## src/rtl/trigger_fsm_mc_pkg.sv

```systemverilog
// Shared types and constants for the multi-channel ADC trigger FSM.
// State encodings are visible on state_out, so they are fixed here.
package trig_fsm_pkg;

  typedef enum logic [1:0] {
    S_IDLE    = 2'd0,
    S_ARMED   = 2'd1,
    S_DELAY   = 2'd2,
    S_CAPTURE = 2'd3
  } state_e;

  localparam int N_CH_DEF  = 2;
  localparam int ADC_W_DEF = 14;
  localparam int CNT_W_DEF = 24;
  localparam int DLY_W_DEF = 8;
  localparam int MISSED_W  = 16;

  // Saturating increment for the missed-trigger counter.
  function automatic logic [MISSED_W-1:0] sat_inc(
    input logic [MISSED_W-1:0] v
  );
    return (&v) ? v : v + 1'b1;
  endfunction

endpackage

```

## src/rtl/trigger_fsm_mc_if.sv

```systemverilog
// ADC/config/capture bundle between the trigger FSM and its neighbours.
// master drives ADC data and controls; slave is the FSM itself.
interface trigger_fsm_mc_if
  import trig_fsm_pkg::*;
#(
  parameter int N_CH  = N_CH_DEF,
  parameter int ADC_W = ADC_W_DEF,
  parameter int CNT_W = CNT_W_DEF,
  parameter int DLY_W = DLY_W_DEF
) ();

  logic [N_CH*ADC_W-1:0] adc_data;
  logic                  trig;
  logic                  sniff_trig;
  logic                  abort;
  logic [CNT_W-1:0]      max_sample_cnt;
  logic [CNT_W-1:0]      max_repetition_cnt;
  logic [DLY_W-1:0]      trig_delay;
  logic [DLY_W-1:0]      decim;

  logic [N_CH*ADC_W-1:0] data_out;
  logic                  write_enable;
  logic [CNT_W-1:0]      sample_idx;
  logic                  run_done;
  logic [MISSED_W-1:0]   missed_trig;
  logic [1:0]            state_out;

  modport master (
    output adc_data, trig, sniff_trig, abort,
    output max_sample_cnt, max_repetition_cnt,
    output trig_delay, decim,
    input  data_out, write_enable, sample_idx,
    input  run_done, missed_trig, state_out
  );

  modport slave (
    input  adc_data, trig, sniff_trig, abort,
    input  max_sample_cnt, max_repetition_cnt,
    input  trig_delay, decim,
    output data_out, write_enable, sample_idx,
    output run_done, missed_trig, state_out
  );

endinterface

```

## src/rtl/trigger_fsm_mc_edge_det.sv

```systemverilog
// Registered rising-edge detector for the external trigger.
// History resets high so a trigger held through reset is not an edge.
module trig_edge_det (
  input  logic clk,
  input  logic rst,
  input  logic trig,
  output logic rise
);

  logic trig_d;
  logic trig_q;

  assign trig_d = trig;
  assign rise   = trig & ~trig_q;

  // Previous-cycle trigger level.
  always_ff @(posedge clk or posedge rst) begin
    if (rst) trig_q <= 1'b1;
    else     trig_q <= trig_d;
  end

endmodule

```

## src/rtl/trigger_fsm_mc.sv

```systemverilog
// Multi-channel trigger FSM: arm, wait for edge, delay, capture a
// decimated record from all channels, repeat for the programmed count.
module trigger_fsm_mc
  import trig_fsm_pkg::*;
#(
  parameter int N_CH  = N_CH_DEF,
  parameter int ADC_W = ADC_W_DEF,
  parameter int CNT_W = CNT_W_DEF,
  parameter int DLY_W = DLY_W_DEF
) (
  input  logic             clk,
  input  logic             rst,
  trigger_fsm_mc_if.slave  bus
);

  localparam int DW = N_CH * ADC_W;

  state_e state_q, state_d;

  logic [CNT_W-1:0]    shmax_q, shmax_d;
  logic [DLY_W-1:0]    shdly_q, shdly_d;
  logic [DLY_W-1:0]    shdec_q, shdec_d;
  logic [CNT_W-1:0]    rep_q, rep_d;
  logic [CNT_W-1:0]    smp_q, smp_d;
  logic [DLY_W-1:0]    dly_q, dly_d;
  logic [DLY_W-1:0]    dec_q, dec_d;
  logic [DW-1:0]       dout_q, dout_d;
  logic                we_q, we_d;
  logic [CNT_W-1:0]    sidx_q, sidx_d;
  logic                done_q, done_d;
  logic [MISSED_W-1:0] miss_q, miss_d;

  logic rise;
  logic rep_zero, smp_zero, dly_zero, dec_zero;

  trig_edge_det u_edge (
    .clk  (clk),
    .rst  (rst),
    .trig (bus.trig),
    .rise (rise)
  );

  assign rep_zero = (rep_q == '0);
  assign smp_zero = (smp_q == '0);
  assign dly_zero = (dly_q == '0);
  assign dec_zero = (dec_q == '0);

  // State register.
  always_ff @(posedge clk or posedge rst) begin
    if (rst) state_q <= S_IDLE;
    else     state_q <= state_d;
  end

  // Next state; abort wins over every transition.
  always_comb begin
    state_d = state_q;
    if (bus.abort) begin
      state_d = S_IDLE;
    end else begin
      unique case (state_q)
        S_IDLE:
          if (bus.sniff_trig) state_d = S_ARMED;
        S_ARMED:
          if (rep_zero)  state_d = S_IDLE;
          else if (rise) state_d = S_DELAY;
        S_DELAY:
          if (dly_zero) state_d = S_CAPTURE;
        S_CAPTURE:
          if (dec_zero && smp_zero) state_d = S_ARMED;
        default: ;
      endcase
    end
  end

  // Counters, shadow config and capture outputs; abort holds them all.
  always_comb begin
    shmax_d = shmax_q;
    shdly_d = shdly_q;
    shdec_d = shdec_q;
    rep_d   = rep_q;
    smp_d   = smp_q;
    dly_d   = dly_q;
    dec_d   = dec_q;
    dout_d  = dout_q;
    sidx_d  = sidx_q;
    miss_d  = miss_q;
    we_d    = 1'b0;
    done_d  = 1'b0;
    if (!bus.abort) begin
      unique case (state_q)
        S_IDLE:
          if (bus.sniff_trig) begin
            shmax_d = bus.max_sample_cnt;
            rep_d   = bus.max_repetition_cnt;
            shdly_d = bus.trig_delay;
            shdec_d = bus.decim;
            miss_d  = '0;
          end
        S_ARMED:
          if (rep_zero)  done_d = 1'b1;
          else if (rise) dly_d  = shdly_q;
        S_DELAY: begin
          if (rise) miss_d = sat_inc(miss_q);
          if (dly_zero) begin
            dout_d = bus.adc_data;
            we_d   = 1'b1;
            sidx_d = '0;
            smp_d  = shmax_q;
            dec_d  = shdec_q;
          end else begin
            dly_d = dly_q - 1'b1;
          end
        end
        S_CAPTURE: begin
          if (rise) miss_d = sat_inc(miss_q);
          if (!dec_zero) begin
            dec_d = dec_q - 1'b1;
          end else if (smp_zero) begin
            rep_d = rep_q - 1'b1;
          end else begin
            dout_d = bus.adc_data;
            we_d   = 1'b1;
            sidx_d = sidx_q + 1'b1;
            smp_d  = smp_q - 1'b1;
            dec_d  = shdec_q;
          end
        end
        default: ;
      endcase
    end
  end

  // Datapath registers.
  always_ff @(posedge clk or posedge rst) begin
    if (rst) begin
      shmax_q <= '0;
      shdly_q <= '0;
      shdec_q <= '0;
      rep_q   <= '0;
      smp_q   <= '0;
      dly_q   <= '0;
      dec_q   <= '0;
      dout_q  <= '0;
      we_q    <= 1'b0;
      sidx_q  <= '0;
      done_q  <= 1'b0;
      miss_q  <= '0;
    end else begin
      shmax_q <= shmax_d;
      shdly_q <= shdly_d;
      shdec_q <= shdec_d;
      rep_q   <= rep_d;
      smp_q   <= smp_d;
      dly_q   <= dly_d;
      dec_q   <= dec_d;
      dout_q  <= dout_d;
      we_q    <= we_d;
      sidx_q  <= sidx_d;
      done_q  <= done_d;
      miss_q  <= miss_d;
    end
  end

  assign bus.data_out     = dout_q;
  assign bus.write_enable = we_q;
  assign bus.sample_idx   = sidx_q;
  assign bus.run_done     = done_q;
  assign bus.missed_trig  = miss_q;
  assign bus.state_out    = state_q;

endmodule
```

## src/flat_wrapper.sv

```systemverilog
// flat-port wrapper written by rule: the top's interface ports become plain ports
module trigger_fsm_mc_flat import trig_fsm_pkg::*;
#(
  parameter int N_CH  = N_CH_DEF,
  parameter int ADC_W = ADC_W_DEF,
  parameter int CNT_W = CNT_W_DEF,
  parameter int DLY_W = DLY_W_DEF
)
  (clk, rst, bus_adc_data, bus_trig, bus_sniff_trig, bus_abort, bus_max_sample_cnt, bus_max_repetition_cnt, bus_trig_delay, bus_decim, bus_data_out, bus_write_enable, bus_sample_idx, bus_run_done, bus_missed_trig, bus_state_out);
  trigger_fsm_mc_if #(.N_CH(N_CH), .ADC_W(ADC_W), .CNT_W(CNT_W), .DLY_W(DLY_W)) bus_i ();
  input  logic clk;
  input  logic rst;
  input wire logic [$bits(bus_i.adc_data)-1:0] bus_adc_data;
  input wire logic [$bits(bus_i.trig)-1:0] bus_trig;
  input wire logic [$bits(bus_i.sniff_trig)-1:0] bus_sniff_trig;
  input wire logic [$bits(bus_i.abort)-1:0] bus_abort;
  input wire logic [$bits(bus_i.max_sample_cnt)-1:0] bus_max_sample_cnt;
  input wire logic [$bits(bus_i.max_repetition_cnt)-1:0] bus_max_repetition_cnt;
  input wire logic [$bits(bus_i.trig_delay)-1:0] bus_trig_delay;
  input wire logic [$bits(bus_i.decim)-1:0] bus_decim;
  output wire logic [$bits(bus_i.data_out)-1:0] bus_data_out;
  output wire logic [$bits(bus_i.write_enable)-1:0] bus_write_enable;
  output wire logic [$bits(bus_i.sample_idx)-1:0] bus_sample_idx;
  output wire logic [$bits(bus_i.run_done)-1:0] bus_run_done;
  output wire logic [$bits(bus_i.missed_trig)-1:0] bus_missed_trig;
  output wire logic [$bits(bus_i.state_out)-1:0] bus_state_out;
  assign bus_i.adc_data = bus_adc_data;
  assign bus_i.trig = bus_trig;
  assign bus_i.sniff_trig = bus_sniff_trig;
  assign bus_i.abort = bus_abort;
  assign bus_i.max_sample_cnt = bus_max_sample_cnt;
  assign bus_i.max_repetition_cnt = bus_max_repetition_cnt;
  assign bus_i.trig_delay = bus_trig_delay;
  assign bus_i.decim = bus_decim;
  assign bus_data_out = bus_i.data_out;
  assign bus_write_enable = bus_i.write_enable;
  assign bus_sample_idx = bus_i.sample_idx;
  assign bus_run_done = bus_i.run_done;
  assign bus_missed_trig = bus_i.missed_trig;
  assign bus_state_out = bus_i.state_out;
  trigger_fsm_mc #(.N_CH(N_CH), .ADC_W(ADC_W), .CNT_W(CNT_W), .DLY_W(DLY_W)) u_core (.clk(clk), .rst(rst), .bus(bus_i));
endmodule
```

## config.mk

```make
export PLATFORM = sky130hd
export DESIGN_NAME = trigger_fsm_mc_flat
export DESIGN_NICKNAME = d
export VERILOG_FILES = /design/src/rtl/trigger_fsm_mc_pkg.sv /design/src/rtl/trigger_fsm_mc_if.sv /design/src/rtl/trigger_fsm_mc_edge_det.sv /design/src/rtl/trigger_fsm_mc.sv /design/src/flat_wrapper.sv
export SDC_FILE = /design/constraint.sdc
export NUM_CORES = 1
export LEC_CHECK = 0
export CORE_MARGIN = 3
export CORE_UTILIZATION = 43
export CTS_BUF_LIST = sky130_fd_sc_hd__clkbuf_4 sky130_fd_sc_hd__clkbuf_8 sky130_fd_sc_hd__clkbuf_16
export CTS_CLUSTER_DIAMETER = 30
export DETAILED_ROUTE_END_ITERATION = 6
export DONT_BUFFER_PORTS = 1
export GPL_TIMING_DRIVEN = 0
export PLACE_DENSITY = 0.72
export RECOVER_POWER = 100
export SYNTH_ARGS = -nofsm -noshare
export SYNTH_HDL_FRONTEND = slang
export SYNTH_HIERARCHICAL = 1
export SYNTH_SLANG_ARGS = --single-unit
```

## constraint.sdc

```tcl
create_clock -name clk -period 5.8 [get_ports clk]
set_input_delay 1.16 -clock clk [delete_from_list [all_inputs] [get_ports clk]]
set_output_delay 1.16 -clock clk [all_outputs]
set_load 0.05 [all_outputs]
```

==> results of run 1 <==
kinds of logic (layout without fill, tap and decap cells):
logic type / after synthesis / in the layout / share of synthesized area
fa+ha+maj: 15 / 15 / 0.0202
compound gates: 231 / 231 / 0.155
xor+xnor: 18 / 18 / 0.0169
mux: 49 / 49 / 0.0582
other cells: 0 / 3 / 0
flops: 177 / 177 / 0.476
simple gates: 438 / 438 / 0.240
buf+inv: 75 / 110 / 0.0332
final timing paths:
path                                         start                      end  slack (ns)  cells after the start
setup / recovery           u_core/bus.state_out[0]         u_core/smp_q[17]        1.55                     10
hold reg to reg                  u_core/shmax_q[5]          u_core/smp_q[5]        0.49                      2
max in group asynchronous                      rst  u_core/bus.data_out[17]        1.90                      3
min in group asynchronous                      rst     u_core/u_edge/trig_q        0.61                      1
hold / removal                   u_core/shmax_q[5]          u_core/smp_q[5]        0.49                      2
setup reg to reg           u_core/bus.state_out[0]         u_core/smp_q[17]        1.55                     10
sequential cells by signal, indices dropped and copies added (netlist names), 2 cells and up:
signal	cells
u_core/bus.data_out	28
u_core/bus.missed_trig	16
u_core/bus.sample_idx	24
u_core/bus.state_out	2
u_core/dec_q	8
u_core/dly_q	8
u_core/rep_q	24
u_core/shdec_q	8
u_core/shdly_q	8
u_core/shmax_q	24
u_core/smp_q	24
final cells by class:
type / count / area (um2)
tap: 275 / 344
antenna: 3 / 7.51
sequential: 177 / 4430
fill: 1982 / 10900
clock inverter: 11 / 145
inverter: 25 / 95.1
timing repair buffer: 5 / 35.0
multi-input combinational: 751 / 4510
clock buffer: 19 / 447
buffer: 50 / 201
metrics by stage:
step	instances	area [um2]	power, mW	util
2_1_floorplan	1003	9310	2.96	-
3_3_place_gp	1278	9650	3.20	0.456
3_5_place_dp	1283	9760	3.25	0.461
4_1_cts	1313	10300	4.44	0.489
5_1_grt	1316	10200	4.67	0.483
6_report	1316	10200	4.42	0.483
layer usage:
metal / global-route usage / up-vias / wire, um / share of wire
met5: 0 / - / 27 / 0.0010
met4: 0.0717 / 4 / 594 / 0.022
met3: 0.0671 / 41 / 2520 / 0.095
met2: 0.357 / 374 / 12600 / 0.48
met1: 0.295 / 3980 / 10800 / 0.41
li1: - / 3691 / - / -
critical path, cell delays in order, from the launching register on:
cell and delay (ns):
dfrtp_1 0.62, inv_1 0.22, ha_1 0.30, nor2b_1 0.30, a31oi_1 0.21, or3_1 0.39, clkbuf_1 0.30, nor2_1 0.97
clkbuf_1 0.52, nand2_1 0.12, a21o_1 0.20
cells in the final DEF (no fill, tap or decap), drive strengths merged, types with 11 or more instances in the layout:
cell | netlist | layout
a21oi | 70 | 70
and2 | 11 | 11
buf | 21 | 12
clkbuf | 29 | 62
dfrtp | 176 | 176
ha | 15 | 15
inv | 25 | 31
mux2 | 41 | 41
nand2 | 150 | 150
nand3 | 47 | 47
nand4 | 21 | 21
nor2 | 72 | 72
nor3 | 43 | 43
nor4 | 18 | 18
o21ai | 63 | 63
o22ai | 20 | 20
o31ai | 11 | 11
or3 | 16 | 16
or4 | 15 | 15
xnor2 | 13 | 13
power groups by stage:
stage / Combinational (mW) / Clock, mW / Sequential [mW]
floorplan: 0.759 / 0 / 2.20
global placement: 0.890 / 0 / 2.31
detailed placement: 0.936 / 0 / 2.32
CTS: 0.936 / 1.20 / 2.30
global route: 1.05 / 1.26 / 2.36
finish: 0.928 / 1.18 / 2.31
==> metrics.yaml, run 1 <==
run_status:
  status: "complete, but fails checks"
  violations: "capacitance limit, slew limit"
pwr:
  p_comb_frac: 0.210
  p_leak_nw: 4.19
  power.switching_mw: 1.72
  max-vdd-ir-drop_mv: 0.280
  intPower_mw: 2.70
  power-per-cell-area_nw_per_um2: 432
  p_sw_frac: 0.389
  p_seq_frac: 0.523
  clkPwrFrac: 0.267
logic_synthesis:
  ys_types: 74
  syn-num-nets: 1115
  avgSynthCellArea_um2: 9.27
  synth-edff-count: 0
  syn_inst: 1003
  syn-cell-area_um2: 9300
  async_flop_share: 1.00
  ys.flop_type: "dfrtp_1"
  synth_top_area_cell: "dfrtp_1"
  synth_seq_cells: 177
  synthTopCellsByCount: "176 x dfrtp_1, 150 x nand2_1, 71 x nor2_1, 69 x a21oi_1, 61 x o21ai_0"
  synth_area_leaders: "dfrtp_1 47%, nand2_1 6.1%, mux2_2 5.0%, a21oi_1 3.7%, o21ai_0 3.3%"
  yosysMostFrequentCell: "dfrtp_1"
  synthDominantCellAreaShare: 0.474
  ys_seq_area_frac: 0.476
  yosysWarnings: 6
clocking:
  cts_inserted_buffers: 17
  cts_sinks: 177
  cts-root-buf: "clkbuf_16"
  clkSlewWorstSetupHoldPaths_ns: 0.07
  worstSkewPairLatency_ns: 0.43
  clockBufferDepth: 2
  cts_setup_buffers: 0
  cts_tree: "yes"
  htree_num_levels: 4
  ctsHoldBuffers: 0
  cts_resized: 0
global_routing:
  grt_use_total: 0.224
  globalRouteOverflowTotal: 0
  first_global_vias: 7718
  grt_max_degree: 38
  antenna_found_initial: 5
  grt_pass1_wl_um: 42000
floorplan:
  die_h_um: 153
  die_x_um: 153
  rows: 53
  core-area_um2: 21200
  start_util: 0.440
  io_pins: 169
  die_area_um2: 23400
job:
  maxCapViolCount: 4
sta:
  tns_ns: 0
  fin_skew_ns: 0.0123
  setup_viol_count_final: 0
  fmax_mhz: 235
  rsz0062_at_grt: "false"
  fin_crit_sh: 0.733
  timing.final.crit_period_ns: 4.25
  setup_ws_ns: 1.55
  final-max-slew-violation-count: 129
  whs_ns: 0.493
  tightest_slew_ns: 1.79
  hold_violations: 0
  slew_headroom: -0.194
placement:
  dp_hpwl_um: 19300
  place_ws_ns: 2.42
  gp_congestion: 0.947
  numPortBuffers: 0
drt:
  ant_nets: 0
  vias_per_cell: 6.15
  vias: 8090
  drt-total-wl_um: 26500
  post_drt_wl_per_cell_um: 20.2
  drc: 0
  drtIter0Drc: 687
  first_pass_iters: 6
critical_path:
  cp.arrival_ns: 4.57
  worstSetupPathType: "flip-flop to flip-flop"
  start_kind: "flip-flop"
  endpoint_kind: "flip-flop"
  path_max_fanout: 10
  critPathRequiredTime_ns: 6.12
cells_and_area:
  nets: 1139
  drive_gt1_frac: 0.0973
  areaGrowthSynthToFinish_pct: 9.86
worst_hold_path:
  holdCritPathClass: "flip-flop to flip-flop"
No activity file was read; power rests on OpenSTA's default activity.
==> inputs of run 2 (changes only) <==
--- a/config.mk
+++ b/config.mk
@@ -12,7 +12,7 @@
 export DETAILED_ROUTE_END_ITERATION = 6
 export DONT_BUFFER_PORTS = 1
 export GPL_TIMING_DRIVEN = 0
-export PLACE_DENSITY = 0.72
+export PLACE_DENSITY = 0.7
 export RECOVER_POWER = 100
 export SYNTH_ARGS = -nofsm -noshare
 export SYNTH_HDL_FRONTEND = slang
==> constraint.sdc (replaced) <==
create_clock -name clk -period 4.4 [get_ports clk]
set_input_delay 0.88 -clock clk [delete_from_list [all_inputs] [get_ports clk]]
set_output_delay 0.88 -clock clk [all_outputs]
set_load 0.05 [all_outputs]
==> run 2 against run 1 <==
  * The flow still finishes with violations (capacitance limit, slew limit)
  * Largest power group unchanged
  * Global-route usage grew 0.14 points
  * Via count down 1.3%
  * Clock skew decreased by 0.00067 ns
  * Cell count about the same
  * Wire length is 0.24% higher
  * Sequential cell count did not move
  * Hold slack worse by 0.17 ns
  * Total power is 34% higher
==> metrics.yaml, run 2 (synthesis results as in run 1) <==
sta:
  tns_ns: 0  # unchanged
  fmax_mhz: 263  # +12%
  rsz0062_at_grt: "false"
  fin_skew_ns: 0.0116  # -0.000667 ns
  timing.final.crit_period_ns: 3.80  # -0.452 ns
  final-max-slew-violation-count: 110  # -15%
  tightest_slew_ns: 2.10  # +0.311 ns
  setup_viol_count_final: 0  # unchanged
  fin_crit_sh: 0.863  # +0.130
  slew_headroom: -0.401  # -0.207
  hold_violations: 0  # unchanged
drt:
  drc: 0  # unchanged
  vias: 7985  # -1.3%
  post_drt_wl_per_cell_um: 20.2  # +0.16%
  drt-total-wl_um: 26600  # +0.24%
  vias_per_cell: 6.06  # -1.4%
  drtIter0Drc: 717  # +4.4%
  first_pass_iters: 5  # -1
  ant_nets: 0  # unchanged
critical_path:
  crit_chain: "inv_1, ha_1, nor2b_1, a31oi_1, or3_1, clkbuf_1, nor2_4, clkbuf_1, o22ai_1, a21oi_1"
  path_max_fanout: 10  # unchanged
  endpoint_kind: "flip-flop"
  critPathRequiredTime_ns: 4.68  # -1.44 ns
  crit_slowest_cell: "dfrtp_1"
  slowest_delay_ns: 0.75  # -0.22 ns
  cp_top_family: "buffers and inverters"
  worstSetupPathType: "flip-flop to flip-flop"
  start_kind: "flip-flop"
  worst-path-buf-inv: 3  # unchanged
  cp.arrival_ns: 4.08  # -0.49 ns
  crit_path_frequent_cell: "clkbuf_1"
cells_and_area:
  nets: 1138  # -0.088%
  areaGrowthSynthToFinish_pct: 10.9
  largest_reg_flops: 28  # unchanged
  layout_commonest_cell: "dfrtp_1"
  fillCellCount: 1949  # -1.7%
  mostFrequentLayoutCells: "176 x dfrtp_1, 150 x nand2_1, 71 x nor2_1"
  drive_gt1_frac: 0.102  # +0.00472
  design_area_um2: 10300  # +0.91%
global_routing:
  grt_max_degree: 40  # +5.3%
  grt_use_total: 0.226  # +0.00140
  antenna_found_initial: 7  # +2
  first_global_vias: 7756  # +0.49%
  grt_pass1_wl_um: 42700  # +1.4%
  globalRouteOverflowTotal: 0  # unchanged
clocking:
  cts_inserted_buffers: 17  # unchanged
  worstSkewPairLatency_ns: 0.43  # about the same
  cts_resized: 0  # unchanged
  clkSlewWorstSetupHoldPaths_ns: 0.07  # about the same
  cts_tree: "yes"
  htree_num_levels: 4  # unchanged
  clockBufferDepth: 2  # unchanged
  ctsHoldBuffers: 0  # unchanged
  cts_setup_buffers: 0  # unchanged
  cts_sinks: 177  # unchanged
  cts-root-buf: "clkbuf_16"
placement:
  dp_hpwl_um: 19200  # -0.57%
  gp_congestion: 0.927  # -2.1%
  numPortBuffers: 0  # unchanged
  placed_cell_area_um2: 9730  # -0.28%
pwr:
  power-per-cell-area_nw_per_um2: 576  # +33%
  p_sw_frac: 0.379  # -0.0103
  clkPwrFrac: 0.279  # +0.012
  p_seq_frac: 0.513  # -0.010
  p_leak_nw: 4.22  # +0.70%
  power.switching_mw: 2.25  # +31%
  max-vdd-ir-drop_mv: 0.430  # +54%
  intPower_mw: 3.69  # +37%
  p_comb_frac: 0.208  # -0.002
floorplan:
  start_util: 0.440  # unchanged
  die_x_um: 153  # unchanged
  die_area_um2: 23400  # unchanged
  die_h_um: 153  # unchanged
  io_pins: 169  # unchanged
  rows: 53  # unchanged
  core-area_um2: 21200  # unchanged
run_status:
  violations: "capacitance limit, slew limit"
  status: "complete, but fails checks"
job:
  maxCapViolCount: 3  # -1
worst_hold_path:
  holdCritPathClass: "input port to asynchronous set/reset pin"
run 2: cell types whose count changed in the layout (fill, tap and decap cells not counted), sizes merged:
cell,previous run,this run
buf,12,13
bufinv,2,4
clkinv,1,4
inv,31,26
run 2: metal layers:
layer	wire, um	vias up	track usage
li1	-	3695	-
met1	11000	3843	0.296
met2	12200	364	0.358
met3	2460	73	0.0623
met4	919	10	0.0857
met5	49	-	0
run 2: power by group through the flow:
stage | Clock (mW) | Sequential (mW) | Combinational, mW
final | 1.66 | 3.05 | 1.23
after global routing | 1.75 | 3.11 | 1.39
after CTS | 1.70 | 3.03 | 1.24
after detailed placement | 0 | 3.05 | 1.24
after global placement | 0 | 3.05 | 1.18
after floorplan | 0 | 2.90 | 1.00
run 2: worst register-to-register path, delay by kind of cell, from the launching register on:
family / cells / cell delay (ns)
simple gates: 3 / 0.62
fa+ha+maj: 1 / 0.32
compound gates: 3 / 0.91
flops: 1 / 0.75
buf+inv: 3 / 1.08
run 2: metrics by stage:
step	hold WS, ns	cells	setup WS, ns	total power [mW]	util
floorplan	0.450	1003	1.27	3.90	-
global placement	0.471	1278	0.260	4.22	0.456
detailed placement	0.477	1282	0.957	4.29	0.460
CTS	0.305	1314	0.952	5.97	0.490
global route	0.315	1316	0.333	6.25	0.487
finish	0.319	1317	0.602	5.94	0.487
run 2: worst paths after layout:
kind / depth (start not counted) / start / slack [ns] / endpoint
max reg2reg: 10 / u_core/bus.state_out[0] / 0.60 / u_core/smp_q[19]
min in group clk: 0 / bus_trig / 0.44 / u_core/u_edge/trig_q
max: 10 / u_core/bus.state_out[0] / 0.60 / u_core/smp_q[19]
min: 1 / rst / 0.32 / u_core/u_edge/trig_q
min reg2reg: 2 / u_core/shmax_q[5] / 0.49 / u_core/smp_q[5]
max in group asynchronous: 2 / rst / 1.00 / u_core/shmax_q[21]
run 2: area by class of cell:
class                   instances  area [um2]  share of cell area
plain buffers                  50         200              0.0194
inverters                      25        95.1             0.00922
flip-flops and latches        177        4430               0.430
clock buffers                  21         468              0.0454
clock inverters                11         176              0.0171
diodes                          3        7.51            0.000728
well taps                     275         344              0.0334
multi-input cells             751        4540               0.440
repair buffers                  4        47.5             0.00461
